===== src/rtl/seg_scan_ctrl_pkg.sv =====
// Shared constants, state encoding and frame payload type for the 7-segment scan controller.
package seg_scan_ctrl_pkg;

  localparam int unsigned NUM_DIGITS = 8;
  localparam int unsigned DIG_W      = $clog2(NUM_DIGITS);
  localparam int unsigned SEG_W      = 8;
  localparam logic [SEG_W-1:0] SEG_OFF = 8'hFF;

  // Active-low {g,f,e,d,c,b,a} glyphs for hex digits 0..F
  localparam logic [6:0] HEX7_TBL [16] = '{
    7'h40, 7'h79, 7'h24, 7'h30, 7'h19, 7'h12, 7'h02, 7'h78,
    7'h00, 7'h10, 7'h08, 7'h03, 7'h46, 7'h21, 7'h06, 7'h0E
  };

  typedef enum logic {
    ST_IDLE = 1'b0,
    ST_SCAN = 1'b1
  } scan_state_e;

  typedef struct packed {
    logic [NUM_DIGITS-1:0][3:0] nib;
    logic [NUM_DIGITS-1:0]      dp;
    logic [NUM_DIGITS-1:0]      blank;
  } disp_frame_t;

endpackage


===== src/rtl/seg_scan_ctrl_hex_to_seg7.sv =====
// Combinational hex nibble to active-low 7-segment glyph lookup.
module hex_to_seg7
  import seg_scan_ctrl_pkg::*;
(
  input  logic [3:0] nibble_i,
  output logic [6:0] seg7_c_o
);

  assign seg7_c_o = HEX7_TBL[nibble_i];

endmodule


===== src/rtl/seg_scan_ctrl.sv =====
// Time-multiplexed 8-digit 7-segment scan controller with frame-coherent shadow data.
module seg_scan_ctrl
  import seg_scan_ctrl_pkg::*;
#(
  parameter int unsigned DIV_W     = 16,
  parameter int unsigned SCAN_DIV  = 50000,
  parameter int unsigned BLANK_CYC = 64
) (
  input  logic                  clk,
  input  logic                  rst_n,
  input  logic                  en,
  input  logic [31:0]           data_in,
  input  logic [NUM_DIGITS-1:0] dp_in,
  input  logic [NUM_DIGITS-1:0] blank_in,
  input  logic                  load,
  output logic                  load_ack,
  output logic [DIG_W-1:0]      digit_sel,
  output logic [SEG_W-1:0]      seg_n,
  output logic                  frame_done
);

  localparam logic [DIV_W-1:0] PRESC_LAST = DIV_W'(SCAN_DIV - 1);
  localparam logic [DIV_W-1:0] BLANK_END  = DIV_W'(BLANK_CYC);
  localparam logic [DIG_W-1:0] DIG_LAST   = DIG_W'(NUM_DIGITS - 1);

  scan_state_e      state_q, state_d;
  logic [DIV_W-1:0] presc_q, presc_d;
  logic [DIG_W-1:0] digit_q, digit_d;
  logic [SEG_W-1:0] seg_q, seg_d;
  logic             ack_q, ack_d;
  logic             fdone_q, fdone_d;
  logic             pend_q, pend_d;
  disp_frame_t      pend_frame_q, pend_frame_d;
  disp_frame_t      shadow_q, shadow_d;

  disp_frame_t      in_frame;
  logic             scanning;
  logic             tick;
  logic             wrap;
  logic [6:0]       glyph_c;

  assign in_frame = '{nib: data_in, dp: dp_in, blank: blank_in};
  assign scanning = (state_q == ST_SCAN) && en;
  assign tick     = scanning && (presc_q == PRESC_LAST);
  assign wrap     = tick && (digit_q == DIG_LAST);

  hex_to_seg7 u_hex (
    .nibble_i (shadow_q.nib[digit_q]),
    .seg7_c_o (glyph_c)
  );

  // Next-state, scan counters, segment pattern and load handshake
  always_comb begin
    state_d      = state_q;
    presc_d      = presc_q;
    digit_d      = digit_q;
    seg_d        = SEG_OFF;
    ack_d        = 1'b0;
    fdone_d      = 1'b0;
    pend_d       = pend_q;
    pend_frame_d = pend_frame_q;
    shadow_d     = shadow_q;

    case (state_q)
      ST_IDLE: begin
        presc_d = '0;
        digit_d = '0;
        if (en) state_d = ST_SCAN;
      end
      ST_SCAN: begin
        if (!en) begin
          state_d = ST_IDLE;
          presc_d = '0;
          digit_d = '0;
        end else begin
          if (tick) begin
            presc_d = '0;
            digit_d = digit_q + DIG_W'(1);
          end else begin
            presc_d = presc_q + DIV_W'(1);
          end
          fdone_d = wrap;
          if ((presc_q >= BLANK_END) && !shadow_q.blank[digit_q])
            seg_d = {~shadow_q.dp[digit_q], glyph_c};
        end
      end
      default: state_d = ST_IDLE;
    endcase

    // While scanning, shadow only moves on the frame wrap; a load on that cycle bypasses pending
    if (scanning) begin
      if (wrap && (load || pend_q)) begin
        shadow_d = load ? in_frame : pend_frame_q;
        pend_d   = 1'b0;
        ack_d    = 1'b1;
      end else if (load) begin
        pend_frame_d = in_frame;
        pend_d       = 1'b1;
      end
    end else begin
      if (pend_q) begin
        shadow_d = pend_frame_q;
        pend_d   = 1'b0;
        ack_d    = 1'b1;
      end
      if (load) begin
        pend_frame_d = in_frame;
        pend_d       = 1'b1;
      end
    end
  end

  // Shadow resets with every digit blanked so nothing lights before the first load
  always_ff @(posedge clk or negedge rst_n) begin
    if (!rst_n) begin
      state_q      <= ST_IDLE;
      presc_q      <= '0;
      digit_q      <= '0;
      seg_q        <= SEG_OFF;
      ack_q        <= 1'b0;
      fdone_q      <= 1'b0;
      pend_q       <= 1'b0;
      pend_frame_q <= '0;
      shadow_q     <= '{nib: '0, dp: '0, blank: '1};
    end else begin
      state_q      <= state_d;
      presc_q      <= presc_d;
      digit_q      <= digit_d;
      seg_q        <= seg_d;
      ack_q        <= ack_d;
      fdone_q      <= fdone_d;
      pend_q       <= pend_d;
      pend_frame_q <= pend_frame_d;
      shadow_q     <= shadow_d;
    end
  end

  assign load_ack   = ack_q;
  assign digit_sel  = digit_q;
  assign seg_n      = seg_q;
  assign frame_done = fdone_q;

endmodule


===== config.mk =====
export PLATFORM = sky130hd
export DESIGN_NAME = seg_scan_ctrl
export DESIGN_NICKNAME = d
export VERILOG_FILES = /design/src/rtl/seg_scan_ctrl_pkg.sv /design/src/rtl/seg_scan_ctrl_hex_to_seg7.sv /design/src/rtl/seg_scan_ctrl.sv
export SDC_FILE = /design/constraint.sdc
export NUM_CORES = 1
export LEC_CHECK = 0
export CAP_MARGIN = 20
export CORE_MARGIN = 1.5
export CORE_UTILIZATION = 35
export DETAILED_ROUTE_END_ITERATION = 10
export PLACE_DENSITY = 0.66
export SLEW_MARGIN = 20
export SYNTH_ARGS = -nofsm -noshare
export SYNTH_HDL_FRONTEND = slang
export SYNTH_HIERARCHICAL = 1
export SYNTH_SLANG_ARGS = --single-unit

===== constraint.sdc =====
create_clock -name clk -period 4.5 [get_ports clk]
set_input_delay 0.9 -clock clk [delete_from_list [all_inputs] [get_ports clk]]
set_output_delay 0.9 -clock clk [all_outputs]
set_load 0.03 [all_outputs]

; ---- Word-level counts from Yosys, hierarchy flattened
; Memories as Yosys holds them, arrays and structs flattened.
; Index checks and enable logic that the tools add are counted.
[classes]
n_addsub = 2
n_lt_le_gt_ge = 3
eq_ne = 6
mux = 33
bitwise = 3
reduce_logical = 9
[op_table]
columns = op, n
row1 = $mux 48, 6
row2 = $mux 16, 2
row3 = $pmux 16 s2, 1
row4 = $mux 8, 3
row5 = $add 16x1->16 const B, 1
row6 = $eq 16x16->1 const B, 1
row7 = $ge 16x7->1 const B, 1
row8 = $mux 7, 2
row9 = $bmux 4 s3, 1
row10 = $mux 1, 12
row11 = $bmux 1 s3, 2
row12 = $mux 3, 2
row13 = $ne 3x2->1 const B, 2
row14 = $pmux 3 s2, 1
row15 = $ge 5x5->1 const B, 1
row16 = $logic_and 1x1->1, 5
row17 = $not 4->5, 1
row18 = $lt 3x4->1 const B, 1
row19 = $mux 4, 1
row20 = $add 3x1->3 const B, 1
row21 = $eq 3x3->1 const B, 1
row22 = $ne 2x1->1 const B, 1
row23 = $ne 2x2->1 const B, 1
row24 = $not 1->1, 2
row25 = 4 further kinds, 4
[word_totals]
regBits = 127
rom_bits = 112
in_bits = 52
output_inout_bits = 13
mem_count = 1
[memory_table]
columns = name, depth, width, rd, rd_ports_with_merged_regs, write_ports, line_no
row1 = (name not given), 16, 7, 1, 0, 0, seg_scan_ctrl_hex_to_seg7.sv:9  ; assign seg7_c_o = HEX7_TBL[nibble_i];

; ---- Depth between registers and ports, before layout
; Gate-level depths: netlist of run 1.
[depth]
ltp_word = 9
ltp_mapped = 10
ltp_nobuf = 8

; ---- By module
; The synthesis of run 1 kept the hierarchy.
[by_module_without_submodules]
columns = mod, n_inst, cells_per_inst, area_each_um2, seq_area_each_um2
row1 = seg_scan_ctrl, 1, 411, 5977.0, 3198.1
row2 = hex_to_seg7, 1, 33, 269.0, 0.0

; ---- Worst setup path before layout of run 1
; OpenSTA, ideal clock, no wires.
[synth_path]
path_type = reg-to-reg
start = reg digit_q[0], in the netlist digit_sel[0]
end = reg seg_q[3], in the netlist seg_n[3]
arrival_ps = 2834
required_time_ps = 4407
setup_slack_ps = 1572
path_stages_with_launch = 10
n_path_buf = 2
period_less_slack_ps = 2928
cell_sequence = dfrtp_1 > clkbuf_1 > buf_2 > mux4_2 > mux2_2 > inv_1 > ha_1 > inv_1 > mux4_2 > nand2b_1
[synth_between]
elab_chain_cells = 9
word_cells_on_any_way = 13
cone_classes = mux: 9 / bitwise: 1 / reduce/logical: 2 / memory: 1
[synth_lines]
columns = item, line_no
row1 = start: declaration, seg_scan_ctrl.sv:28  ; logic [DIG_W-1:0] digit_q, digit_d;
row2 = start signal: assignment, seg_scan_ctrl.sv:128  ; digit_q <= digit_d;
row3 = $bmux 4 s3, seg_scan_ctrl.sv:48  ; .nibble_i (shadow_q.nib[digit_q]),
row4 = $mux 4 (implied by the code), seg_scan_ctrl.sv:48
row5 = $not 4->5 (implied by the code), seg_scan_ctrl_hex_to_seg7.sv:9
row6 = $mem_v2 16x7, n/a
row7 = $mux 7 (implied by the code) (2 in series), seg_scan_ctrl_hex_to_seg7.sv:9
row8 = named net glyph_c[3], seg_scan_ctrl.sv:40  ; logic [6:0] glyph_c;
row9 = $mux 8, seg_scan_ctrl.sv:83  ; if ((presc_q >= BLANK_END) && !shadow_q.blank[digit_q])
row10 = $mux 8, seg_scan_ctrl.sv:71  ; if (!en) begin
row11 = $mux 8, seg_scan_ctrl.sv:64  ; case (state_q)
row12 = named net seg_d[3], seg_scan_ctrl.sv:29  ; logic [SEG_W-1:0] seg_q, seg_d;
row13 = end signal: assignment, seg_scan_ctrl.sv:129  ; seg_q <= seg_d;
row14 = end: declaration, seg_scan_ctrl.sv:29
; The timed path passes the listed nets, and every way through them passes these cells. The select of a mux whose other input is x is not followed.
; A chain may end at the register's enable or synchronous reset.

; ---- Final worst setup path of run 1
[layout_path]
start = reg digit_q[0], in the netlist digit_sel[0]
end = out digit_sel[0]
[layout_rtl]
columns = item, line_no
row1 = end: declaration, seg_scan_ctrl.sv:17  ; output logic [DIG_W-1:0] digit_sel,
; No word-level cell between the ends.

==> metrics.md, run 1 <==
| Metric | Value |
|---|---|
| Clock network fraction of design power | `40.2%` |
| Count of fill cells added during filler insertion | `1,574` |
| Net switching power | `0.000696 W` |
| Worst Hold Class | `flip-flop to flip-flop` |
| Register clock-pin slew on the reported worst setup and hold paths | `50 ps` |
| Post-cts hold buffer count | `0` |
| Sequential-to-total area share from yosys stat | `51.2%` |
| Most frequent cells in the layout | `mux2_2 (135), dfrtp_1 (111), clkdlybuf4s50_1 (63)` |
| GRT overflow | `0` |
| Worst path bufs/invs | `1` |
| Net count after synthesis | `507` |
| Vias in the first global route | `3,999` |
| CTS Buf Count | `17` |
| Reg-to-Reg Start | `digit_sel[0]` |
| List of cells traversed by the critical path | `clkdlybuf4s50_1` |
| Share of the cycle needed by the critical path after routing | `69.2%` |
| Worst reg2reg setup slack | `1490 ps` |
| Synth warnings | `6` |
| Starting density of the core | `36.0%` |
| Row count | `48` |
| Share of final-layout standard cells stronger than drive strength 1 | `38.4%` |
| WL per Instance | `16.7 um` |
| Buffer cell driving the clock tree root | `clkbuf_16` |
| Internal power | `0.00232 W` |
| Final Setup Violations | `0` |
| Number of failing hold endpoints at the final stage | `0` |
| Number of resized instances in the post-cts repair step | `0` |
| Number of max-cap violations | `0` |
| Fraction of synthesis flops using an asynchronous set or reset pin | `100%` |
| Number of instances in the synthesized netlist | `444` |
| Crit start category | `flip-flop` |
| Layout overhead on the synthesized area | `21.6%` |
| RSZ-0062 raised after global routing | `false` |
| Max stage delay on crit path | `960 ps` |
| Depth of the CTS H-tree | `4` |
| Clock Skews | `9.42 ps` |
| Required time of the worst setup path | `3600 ps` |
| Kind of cell adding the most delay to the critical path | `flip-flops` |
| Post-detailed-route via-to-cell ratio | `4.94` |
| Max frequency | `321 MHz` |
| Master of the slowest instance on the critical path | `dfrtp_1` |
| Vert. Die Dim | `137 um` |
| Count of cell types in the netlist | `45` |
| Hold Startpoint | `shadow_q[46]` |
| Maximum buffer depth of the clock tree | `2` |
| Hold depth | `1` |
| Kind of end point of the critical path | `output pin` |
| Portion of total power attributed to sequential cells | `45.0%` |
| Net count, final | `571` |
| Destination of the worst register-to-register timing path | `seg_n[3]` |
| First DRT Iteration DRCs | `199` |
| Largest vdd supply drop | `0.293 mV` |
| Number of design rule violations left after detail routing | `0` |
| Flip-flop cell with the highest count after synthesis | `dfrtp_1` |
| Core region area | `17,400 um^2` |
| Die Outline Area | `18,700 um^2` |
| Area of the mapped netlist | `6250 um^2` |
| Port Buf Inserts | `64` |
| Max-slew violation count | `0` |
| Ant. Diodes | `0` |
| Static leakage power | `3.00 nW` |
| Clock period minus final worst setup slack | `3120 ps` |
| Routed Wire Length | `12.4 mm` |
| Min-Delay Endpoint | `shadow_q[46]` |
| Count of cells along the worst register-to-register path | `7` |
| Global-route usage over all layers | `14.8%` |
| I/O pins | `65` |
| Vias post-DR | `3,687` |
| Status | `finished clean` |
| Worst-Skew Late Latency | `410 ps` |
| Post-DRT Antenna Nets | `0` |
| Maximum number of pins on one net before global-route repair | `81` |
| Post-synthesis sequential element count | `127` |
| Initial DRT Pass Iterations | `4` |
| WP data arrival | `2220 ps` |
| HPWL Detailed | `8.33 mm` |
| Pwr dens | `397 nW/um^2` |
| # Post-CTS Setup Buffers | `0` |
| Largest fanout of any net on the critical path | `16` |
| Post-synthesis area per instance | `14.1 um^2` |
| TritonCTS clock tree | `done` |
| Number of flops mapped to enable cells by yosys | `0` |
| Antenna violations before repair | `1` |
| Fraction of power spent switching nets | `23.1%` |
| Layout Utilization | `43.8%` |
| Type of the setup path with the least slack | `flip-flop to output pin` |
| First-pass GRT wire length | `20.8 mm` |
| Relative max-transition margin | `30.0%` |
| Width of the die | `137 um` |
| Most frequent standard cell in the layout excluding fill and tap cells | `mux2_2` |
| Post-Route Setup TNS | `0 ps` |
| Routability congestion estimate from global placement | `0.719` |
| Gate power share | `14.8%` |
| Slew at the pin with the worst max-slew slack | `1040 ps` |
| Clock sink count | `127` |
## synthesized netlist by cell type (2+ instances only)
| cell | count | area [um^2] |
|---|---|---|
| a21oi_1 | 8 | 40.0 |
| and2_1 | 2 | 12.5 |
| buf_2 | 4 | 20.0 |
| buf_4 | 3 | 22.5 |
| buf_6 | 6 | 67.6 |
| clkbuf_1 | 8 | 30.0 |
| dfrtp_1 | 111 | 2780 |
| dfstp_2 | 16 | 420 |
| ha_1 | 11 | 138 |
| inv_1 | 10 | 37.5 |
| mux2_1 | 14 | 158 |
| mux2_2 | 135 | 1520 |
| mux2i_1 | 6 | 60.1 |
| mux4_2 | 13 | 293 |
| nand2_1 | 9 | 33.8 |
| nand2b_1 | 9 | 56.3 |
| nand3_1 | 6 | 30.0 |
| nand4_1 | 2 | 12.5 |
| nor2_1 | 21 | 78.8 |
| nor3_1 | 3 | 15.0 |
| nor4_1 | 4 | 25.0 |
| o211ai_1 | 2 | 15.0 |
| o21ai_0 | 4 | 20.0 |
| o21ai_1 | 3 | 15.0 |
| o31ai_4 | 2 | 42.5 |
| or3_1 | 2 | 12.5 |
| or4_1 | 2 | 15.0 |
| xnor2_1 | 9 | 78.8 |
| xor2_1 | 3 | 26.3 |
## cells by family (layout without fill, tap and decap cells)
kind of cell | Yosys count | after routing | synth area share [%]
buffers and inverters | 33 | 110 | 2.98
xor gates and xnor gates | 12 | 12 | 1.68
and+or+nand+nor | 71 | 71 | 6.57
adders and majority gates | 11 | 11 | 2.20
AOI/OAI and AO/OA | 22 | 22 | 2.84
DFF | 127 | 127 | 51.2
muxes | 168 | 168 | 32.5
## power groups by stage
stage	clock, W	combinational, W	sequential (W)
final	0.00121	0.000448	0.00136
after global routing	0.00130	0.000492	0.00138
after CTS	0.00124	0.000455	0.00136
after detailed placement	0	0.000453	0.00137
after global placement	0	0.000434	0.00136
after floorplan	0	0.000331	0.00135
## registers in the layout (all words and copies together) (netlist names)
| signal | flops |
|---|---|
| pend_frame_q | 48 |
| shadow_q | 48 |
| presc_q | 16 |
| seg_n | 8 |
| digit_sel | 3 |
| frame_done | 1 |
| load_ack | 1 |
| pend_q | 1 |
| state_q | 1 |
## metrics by stage
| step | cells | area, um^2 | setup slack, ps | hold slack (ps) | power [W] |
|---|---|---|---|---|---|
| final | 746 | 7590 | 1380 | 491 | 0.00302 |
| after global routing | 746 | 7590 | 1180 | 512 | 0.00317 |
| after CTS | 746 | 7590 | 1250 | 493 | 0.00305 |
| after detailed placement | 714 | 7070 | 1330 | 473 | 0.00183 |
| after global placement | 714 | 7060 | 1170 | 466 | 0.00180 |
| after floorplan | 444 | 6250 | 1570 | 452 | 0.00168 |
## worst max path at each step
stage | start | to | slack [ps] | cells past startpoint
floorplan | digit_sel[0] | seg_n[3] | 1570 | 9
detailed placement | en | shadow_q[34] | 1330 | 6
CTS | digit_sel[0] | digit_sel[0] | 1250 | 1
finish | digit_sel[0] | digit_sel[0] | 1380 | 1
global route | digit_sel[0] | digit_sel[0] | 1180 | 1
global placement | en | shadow_q[13] | 1170 | 5
## final cells by class
cell class | count | area (um^2) | area share (%)
Clock buffer | 31 | 518 | 6.82
Tap cell | 225 | 282 | 3.71
Multi-Input combinational cell | 284 | 2870 | 37.8
Inverter | 10 | 37.5 | 0.494
Timing Repair Buffer | 68 | 684 | 9.01
Clock inverter | 1 | 5.00 | 0.0659
Sequential cell | 127 | 3200 | 42.1
## layer usage
layer	routed length, um	GRT usage [%]	vias to the layer above
met5	0	0	-
met4	219	6.21	0
met3	405	3.89	15
met2	6220	24.5	66
met1	5580	18.2	1875
li1	-	-	1731
No activity file was read; power rests on OpenSTA's default activity.
==> run 2: changes to the inputs <==
--- a/config.mk
+++ b/config.mk
@@ -9,7 +9,7 @@
 export CORE_MARGIN = 1.5
 export CORE_UTILIZATION = 35
 export DETAILED_ROUTE_END_ITERATION = 10
-export PLACE_DENSITY = 0.66
+export PLACE_DENSITY = 0.68
 export SLEW_MARGIN = 20
 export SYNTH_ARGS = -nofsm -noshare
 export SYNTH_HDL_FRONTEND = slang
==> constraint.sdc (replaced) <==
create_clock -name clk -period 2.7 [get_ports clk]
set_input_delay 0.54 -clock clk [delete_from_list [all_inputs] [get_ports clk]]
set_output_delay 0.54 -clock clk [all_outputs]
set_load 0.03 [all_outputs]
==> run 2 against run 1 <==
Against the previous run:
- global-route usage about the same
- count of clock-buffer cells in the layout decreased by 4
- cell area increased by 2.5%
- via count increased by 1.5%
- sequential share of layout area decreased by 1.0 points
- critical path depth increased by 1
- core utilization increased by 1.1 points
- final cell count increased by 1.3%
- hold slack got worse by 410 ps
- clock skew decreased by 3.1 ps
- critical endpoint is now digit_sel[1]
==> metrics.md, run 2 (synthesized netlist as in run 1, its figures left out) <==
| Metric | Value |
|---|---|
| Layout overhead on the synthesized area | `24.7%` |
| Post-cts hold buffer count | `0 (unchanged)` |
| Maximum number of pins on one net before global-route repair | `48 (-41%)` |
| I/O pins | `65 (unchanged)` |
| Vias in the first global route | `4,098 (+2.5%)` |
| Largest registers ranked by flip-flop count | `pend_frame_q (48), shadow_q (48), presc_q (16)` |
| Required time of the worst setup path | `2160 ps (-1440 ps)` |
| Post-Route Setup TNS | `0 ps (unchanged)` |
| Vert. Die Dim | `137 um (unchanged)` |
| Worst reg2reg setup slack | `280 ps (-1210 ps)` |
| Maximum buffer depth of the clock tree | `2 (unchanged)` |
| RSZ-0062 raised after global routing | `false` |
| Most frequent standard cell in the layout excluding fill and tap cells | `mux2_2` |
| Largest fanout of any net on the critical path | `7 (-9)` |
| Pwr dens | `682 nW/um^2 (+72%)` |
| Destination of the worst register-to-register timing path | `seg_n[3]` |
| GRT overflow | `0 (unchanged)` |
| CTS Buf Count | `17 (unchanged)` |
| WL per Instance | `16.2 um (-2.8%)` |
| Number of failing hold endpoints at the final stage | `0 (unchanged)` |
| HPWL Detailed | `8.69 mm (+4.3%)` |
| Net count, final | `581 (+1.8%)` |
| Worst-Skew Late Latency | `420 ps (about the same)` |
| Most frequent cells in the layout | `mux2_2 (135), dfrtp_1 (110), clkdlybuf4s50_1 (63)` |
| Number of resized instances in the post-cts repair step | `0 (unchanged)` |
| Number of design rule violations left after detail routing | `0 (unchanged)` |
| Share of the cycle needed by the critical path after routing | `90.4%` |
| Post-detailed-route via-to-cell ratio | `4.95 (+0.20%)` |
| Number of max-cap violations | `0 (unchanged)` |
| TritonCTS clock tree | `done` |
| Crit start category | `flip-flop` |
| Routed Wire Length | `12.2 mm (-1.5%)` |
| Global Route met2 Usage | `24.1% (-0.34 points)` |
| Layer carrying the most global-route usage | `met2` |
| Kind of end point of the critical path | `output pin` |
| Finished layout cell area | `7790 um^2 (+2.5%)` |
| Share of final-layout standard cells stronger than drive strength 1 | `40.9% (+2.5 points)` |
| Reg-to-Reg Start | `digit_sel[0]` |
| Clock sink count | `127 (unchanged)` |
| # Post-CTS Setup Buffers | `0 (unchanged)` |
| Post-DRT Antenna Nets | `0 (unchanged)` |
| Layout Utilization | `44.9% (+1.1 points)` |
| Max-slew violation count | `0 (unchanged)` |
| Static leakage power | `3.10 nW (+3.4%)` |
| Slew at the pin with the worst max-slew slack | `670 ps (-372 ps)` |
| Type of the setup path with the least slack | `flip-flop to output pin` |
| Ant. Diodes | `0 (unchanged)` |
| Register clock-pin slew on the reported worst setup and hold paths | `50 ps (about the same)` |
| Final Setup Violations | `0 (unchanged)` |
| Largest vdd supply drop | `0.488 mV (+66%)` |
| Port Buf Inserts | `64 (unchanged)` |
| Status | `finished clean` |
| Clock Skews | `6.31 ps (-3.12 ps)` |
| Starting density of the core | `36.0% (unchanged)` |
| Vias post-DR | `3,744 (+1.5%)` |
| Worst hold slack | `85.1 ps (-406 ps)` |
| Core region area | `17,400 um^2 (unchanged)` |
| Max frequency | `410 MHz` |
| Met3 demand-to-capacity share in global routing | `3.48% (-0.41 points)` |
| First-pass GRT wire length | `21.0 mm (+0.93%)` |
| Width of the die | `137 um (unchanged)` |
| Row count | `48 (unchanged)` |
| Global-route usage over all layers | `14.7% (-0.024 points)` |
| Initial DRT Pass Iterations | `4 (unchanged)` |
| Antenna violations before repair | `0 (-1)` |
| Global routing met1 resource utilization | `18.7% (+0.53 points)` |
| Relative max-transition margin | `54.7% (+25 points)` |
| First DRT Iteration DRCs | `210 (+5.5%)` |
| Area post-placement | `7190 um^2 (+1.7%)` |
| Depth of the CTS H-tree | `4 (unchanged)` |
| Worst Hold Class | `input pin to asynchronous set/reset pin` |
| Post-layout total power | `0.00531 W (+76%)` |
| Buffer cell driving the clock tree root | `clkbuf_16` |
| Clock period minus final worst setup slack | `2440 ps` |
| WP data arrival | `1900 ps (-320 ps)` |
| Count of cells along the worst register-to-register path | `7 (unchanged)` |
| Routability congestion estimate from global placement | `0.816 (+13%)` |
| Die Outline Area | `18,700 um^2 (unchanged)` |
-- run 2: layout make-up --
class / count / area [um^2]
Clock inverter: 5 / 75.1
Tap cell: 225 / 282
Multi-Input combinational cell: 284 / 2860
Sequential cell: 127 / 3200
Fill cell: 1520 / 9570
Timing Repair Buffer: 78 / 806
Clock buffer: 27 / 523
Inverter: 10 / 37.5
-- run 2: how the worst max path moves through the flow --
stage,startpoint,endpoint,slack [ps],cells after the start
after global routing,digit_sel[0],digit_sel[0],150,2
after global placement,en,shadow_q[8],210,6
final,digit_sel[1],digit_sel[1],260,2
after CTS,digit_sel[0],digit_sel[0],200,2
after detailed placement,en,shadow_q[15],140,6
after floorplan,digit_sel[0],seg_n[3],40,9
-- run 2: power breakdown --
part | internal, W | total, W | switching, W
Sequential | 0.00215 | 0.00226 | 0.000114
Combinational | 0.000463 | 0.000766 | 0.000303
Clock | 0.00150 | 0.00229 | 0.000784
-- run 2: worst max-delay path: stages (launching register included) --
cell and delay [ps]:
dfrtp_1 580, buf_4 230, clkdlybuf4s50_1 680
-- run 2: metrics by stage --
stage                     setup slack (ps)  cells
after floorplan                       40.8    444
after detailed placement               140    724
after CTS                              202    756
final                                  259    756
after global routing                   149    756
after global placement                 205    724
-- run 2: layer usage --
metal / vias up / wire length [um]
li1: 1752 / -
met1: 1902 / 5440
met2: 69 / 6090
met3: 21 / 469
met4: 0 / 226
met5: - / 0
==> run 3: changes to the inputs <==
--- a/config.mk
+++ b/config.mk
@@ -9,7 +9,6 @@
 export CORE_MARGIN = 1.5
 export CORE_UTILIZATION = 35
 export DETAILED_ROUTE_END_ITERATION = 10
-export PLACE_DENSITY = 0.68
 export SLEW_MARGIN = 20
 export SYNTH_ARGS = -nofsm -noshare
 export SYNTH_HDL_FRONTEND = slang
==> constraint.sdc (replaced) <==
create_clock -name clk -period 2.3 [get_ports clk]
set_input_delay 0.46 -clock clk [delete_from_list [all_inputs] [get_ports clk]]
set_output_delay 0.46 -clock clk [all_outputs]
set_load 0.03 [all_outputs]
==> run 3 against run 2 <==
Against the previous run:
- non-clock buffer count rose by 24
- setup slack got worse by 250 ps
- count of clock-buffer cells in the layout fell by 1
- final cell count rose by 3.2%
- flip-flop and latch count did not move
- highest routed layer unchanged
- hold slack improved by 400 ps
- global-route usage barely moved
- critical path depth rose by 6
- clock skew rose by 1.1 ps
- sequential power rose by 17%
==> metrics.md, run 3 (synthesized netlist as in run 1, its figures left out) <==
| Metric | Value |
|---|---|
| Status | `finished clean` |
| Worst Hold Class | `flip-flop to flip-flop` |
| WL per Instance | `16.1 um (-0.23%)` |
| Most frequent cells in the layout | `mux2_2 (133), dfrtp_1 (109), clkdlybuf4s50_1 (60)` |
| Vert. Die Dim | `137 um (unchanged)` |
| WP data arrival | `2620 ps (+720 ps)` |
| Vias in the first global route | `4,050 (-1.2%)` |
| Crit start category | `flip-flop` |
| Kind of end point of the critical path | `flip-flop` |
| Routability congestion estimate from global placement | `0.792 (-2.9%)` |
| Antenna violations before repair | `0 (unchanged)` |
| Depth of the CTS H-tree | `4 (unchanged)` |
| Most frequent standard cell in the layout excluding fill and tap cells | `mux2_2` |
| Hold depth | `1` |
| Layout overhead on the synthesized area | `28.6%` |
| Net count, final | `605 (+4.1%)` |
| Dpl ws | `-118 ps (-258 ps)` |
| Gate power share | `15.9% (+1.5 points)` |
| Starting density of the core | `36.0% (unchanged)` |
| Max frequency | `437 MHz` |
| Row count | `48 (unchanged)` |
| Max-slew violation count | `0 (unchanged)` |
| Area post-placement | `7360 um^2 (+2.4%)` |
| Buffer cell driving the clock tree root | `clkbuf_16` |
| Portion of total power attributed to sequential cells | `42.3% (-0.3 points)` |
| Largest vdd supply drop | `0.519 mV (+6.3%)` |
| Global-route usage over all layers | `14.8% (+0.033 points)` |
| Clock network fraction of design power | `41.8% (-1.2 points)` |
| Worst reg2reg setup slack | `10 ps (-270 ps)` |
| Final Setup Violations | `0 (unchanged)` |
| Width of the die | `137 um (unchanged)` |
| First DRT Iteration DRCs | `214 (+1.9%)` |
| Reg-to-Reg Start | `digit_sel[0]` |
| Required time of the worst setup path | `2640 ps (+480 ps)` |
| Vias post-DR | `3,728 (-0.43%)` |
| Share of final-layout standard cells stronger than drive strength 1 | `44.7% (+3.8 points)` |
| Slew at the pin with the worst max-slew slack | `445 ps (-225 ps)` |
| Port Buf Inserts | `64 (unchanged)` |
| Placed cells | `742 (+2.5%)` |
| Number of failing hold endpoints at the final stage | `0 (unchanged)` |
| Static leakage power | `3.25 nW (+4.6%)` |
| Final non-filler cell total | `780 (+3.2%)` |
| Largest registers ranked by flip-flop count | `pend_frame_q (48), shadow_q (48), presc_q (16)` |
| Core region area | `17,400 um^2 (unchanged)` |
| Pwr dens | `779 nW/um^2 (+14%)` |
| Initial DRT Pass Iterations | `4 (unchanged)` |
| GRT overflow | `0 (unchanged)` |
| I/O pins | `65 (unchanged)` |
| Hold Startpoint | `shadow_q[40]` |
| Maximum buffer depth of the clock tree | `2 (unchanged)` |
| Maximum number of pins on one net before global-route repair | `74 (+54%)` |
| Share of the cycle needed by the critical path after routing | `99.4%` |
| Clock sink count | `127 (unchanged)` |
| Type of the setup path with the least slack | `flip-flop to flip-flop` |
| HPWL Detailed | `8.77 mm (+0.89%)` |
| CTS Buf Count | `17 (unchanged)` |
| RSZ-0062 raised after global routing | `true` |
| Largest fanout of any net on the critical path | `5 (-2)` |
| TritonCTS clock tree | `done` |
| Worst-Skew Late Latency | `410 ps (about the same)` |
| Count of cells along the worst register-to-register path | `8 (+1)` |
| Clock period minus final worst setup slack | `2290 ps` |
| Worst-case setup margin in the final layout | `13.0 ps (-246 ps)` |
| First-pass GRT wire length | `20.9 mm (-0.39%)` |
| Clock Skews | `7.36 ps (+1.05 ps)` |
| Number of max-cap violations | `0 (unchanged)` |
| Internal power | `0.00483 W (+17%)` |
| Routed Wire Length | `12.6 mm (+2.9%)` |
| Register clock-pin slew on the reported worst setup and hold paths | `50 ps (about the same)` |
| Finished layout cell area | `8030 um^2 (+3.2%)` |
| Post-DRT Antenna Nets | `0 (unchanged)` |
| Fraction of power spent switching nets | `22.8% (+0.21 points)` |
| Die Outline Area | `18,700 um^2 (unchanged)` |
| Relative max-transition margin | `70.3% (+16 points)` |
| Destination of the worst register-to-register timing path | `seg_n[3]` |
| Ant. Diodes | `0 (unchanged)` |
| Number of design rule violations left after detail routing | `0 (unchanged)` |
| Post-detailed-route via-to-cell ratio | `4.78 (-3.5%)` |
| Net switching power | `0.00143 W (+19%)` |
| Min-Delay Endpoint | `shadow_q[40]` |
## run 3: how the worst max path moves through the flow
stage | depth (start not counted) | endpoint | slack (ps) | from
floorplan | 9 | seg_n[3] | -180 | digit_sel[0]
finish | 8 | seg_n[3] | 10 | digit_sel[0]
detailed placement | 6 | shadow_q[19] | -120 | en
CTS | 7 | seg_n[3] | 10 | digit_sel[0]
global placement | 6 | pend_frame_q[25] | -80 | en
global route | 6 | pend_frame_q[17] | -40 | presc_q[0]
## run 3: metrics by stage
stage               util [%]  hold slack (ps)  TNS (ps)  power, W
CTS                     45.9              490         0   0.00632
global placement        42.4              434     -3940   0.00362
global route            46.3              500      -972   0.00656
finish                  46.3              482         0   0.00626
floorplan                  -              164      -267   0.00331
detailed placement      42.4              438     -7390   0.00366
## run 3: critical path, cell delays in order (launching register included)
cell	delay [ps]
dfrtp_2	410
buf_12	130
mux4_2	520
mux2_4	320
inv_4	70
ha_4	120
inv_2	30
mux4_2	450
nand2b_4	150
## run 3: cell type report
class / instances / area (um^2)
clock inverter: 6 / 80.1
fill: 1519 / 9320
timing repair buffer: 102 / 1010
clock buffer: 26 / 499
multi-input combinational: 284 / 2910
sequential: 127 / 3200
inverter: 10 / 42.5
tap: 225 / 282
## run 3: power groups by stage
stage               sequential, W  clock (W)  combinational (W)
finish                    0.00265    0.00262           0.000993
global route              0.00268    0.00279            0.00109
global placement          0.00267          0           0.000951
CTS                       0.00265    0.00269           0.000985
floorplan                 0.00264          0           0.000673
detailed placement        0.00268          0           0.000978
## run 3: metal layers
| metal | wire, um | share of wire (%) | track usage (%) | up-vias |
|---|---|---|---|---|
| met2 | 6060 | 48 | 23.7 | 44 |
| met5 | 0 | 0 | 0 | - |
| met4 | 140 | 1.1 | 5.32 | 0 |
| li1 | - | - | - | 1801 |
| met1 | 6050 | 48 | 19.5 | 1874 |
| met3 | 337 | 2.7 | 3.52 | 9 |
## run 3: repair_timing
action,in CTS,in global routing
gates resized for setup,4,2
cloned,0,1
endpoints found under the setup margin,4,85
setup buffers,2,2
hold endpoints to repair,14,0
pin swaps,0,1
hold buffers,1,0
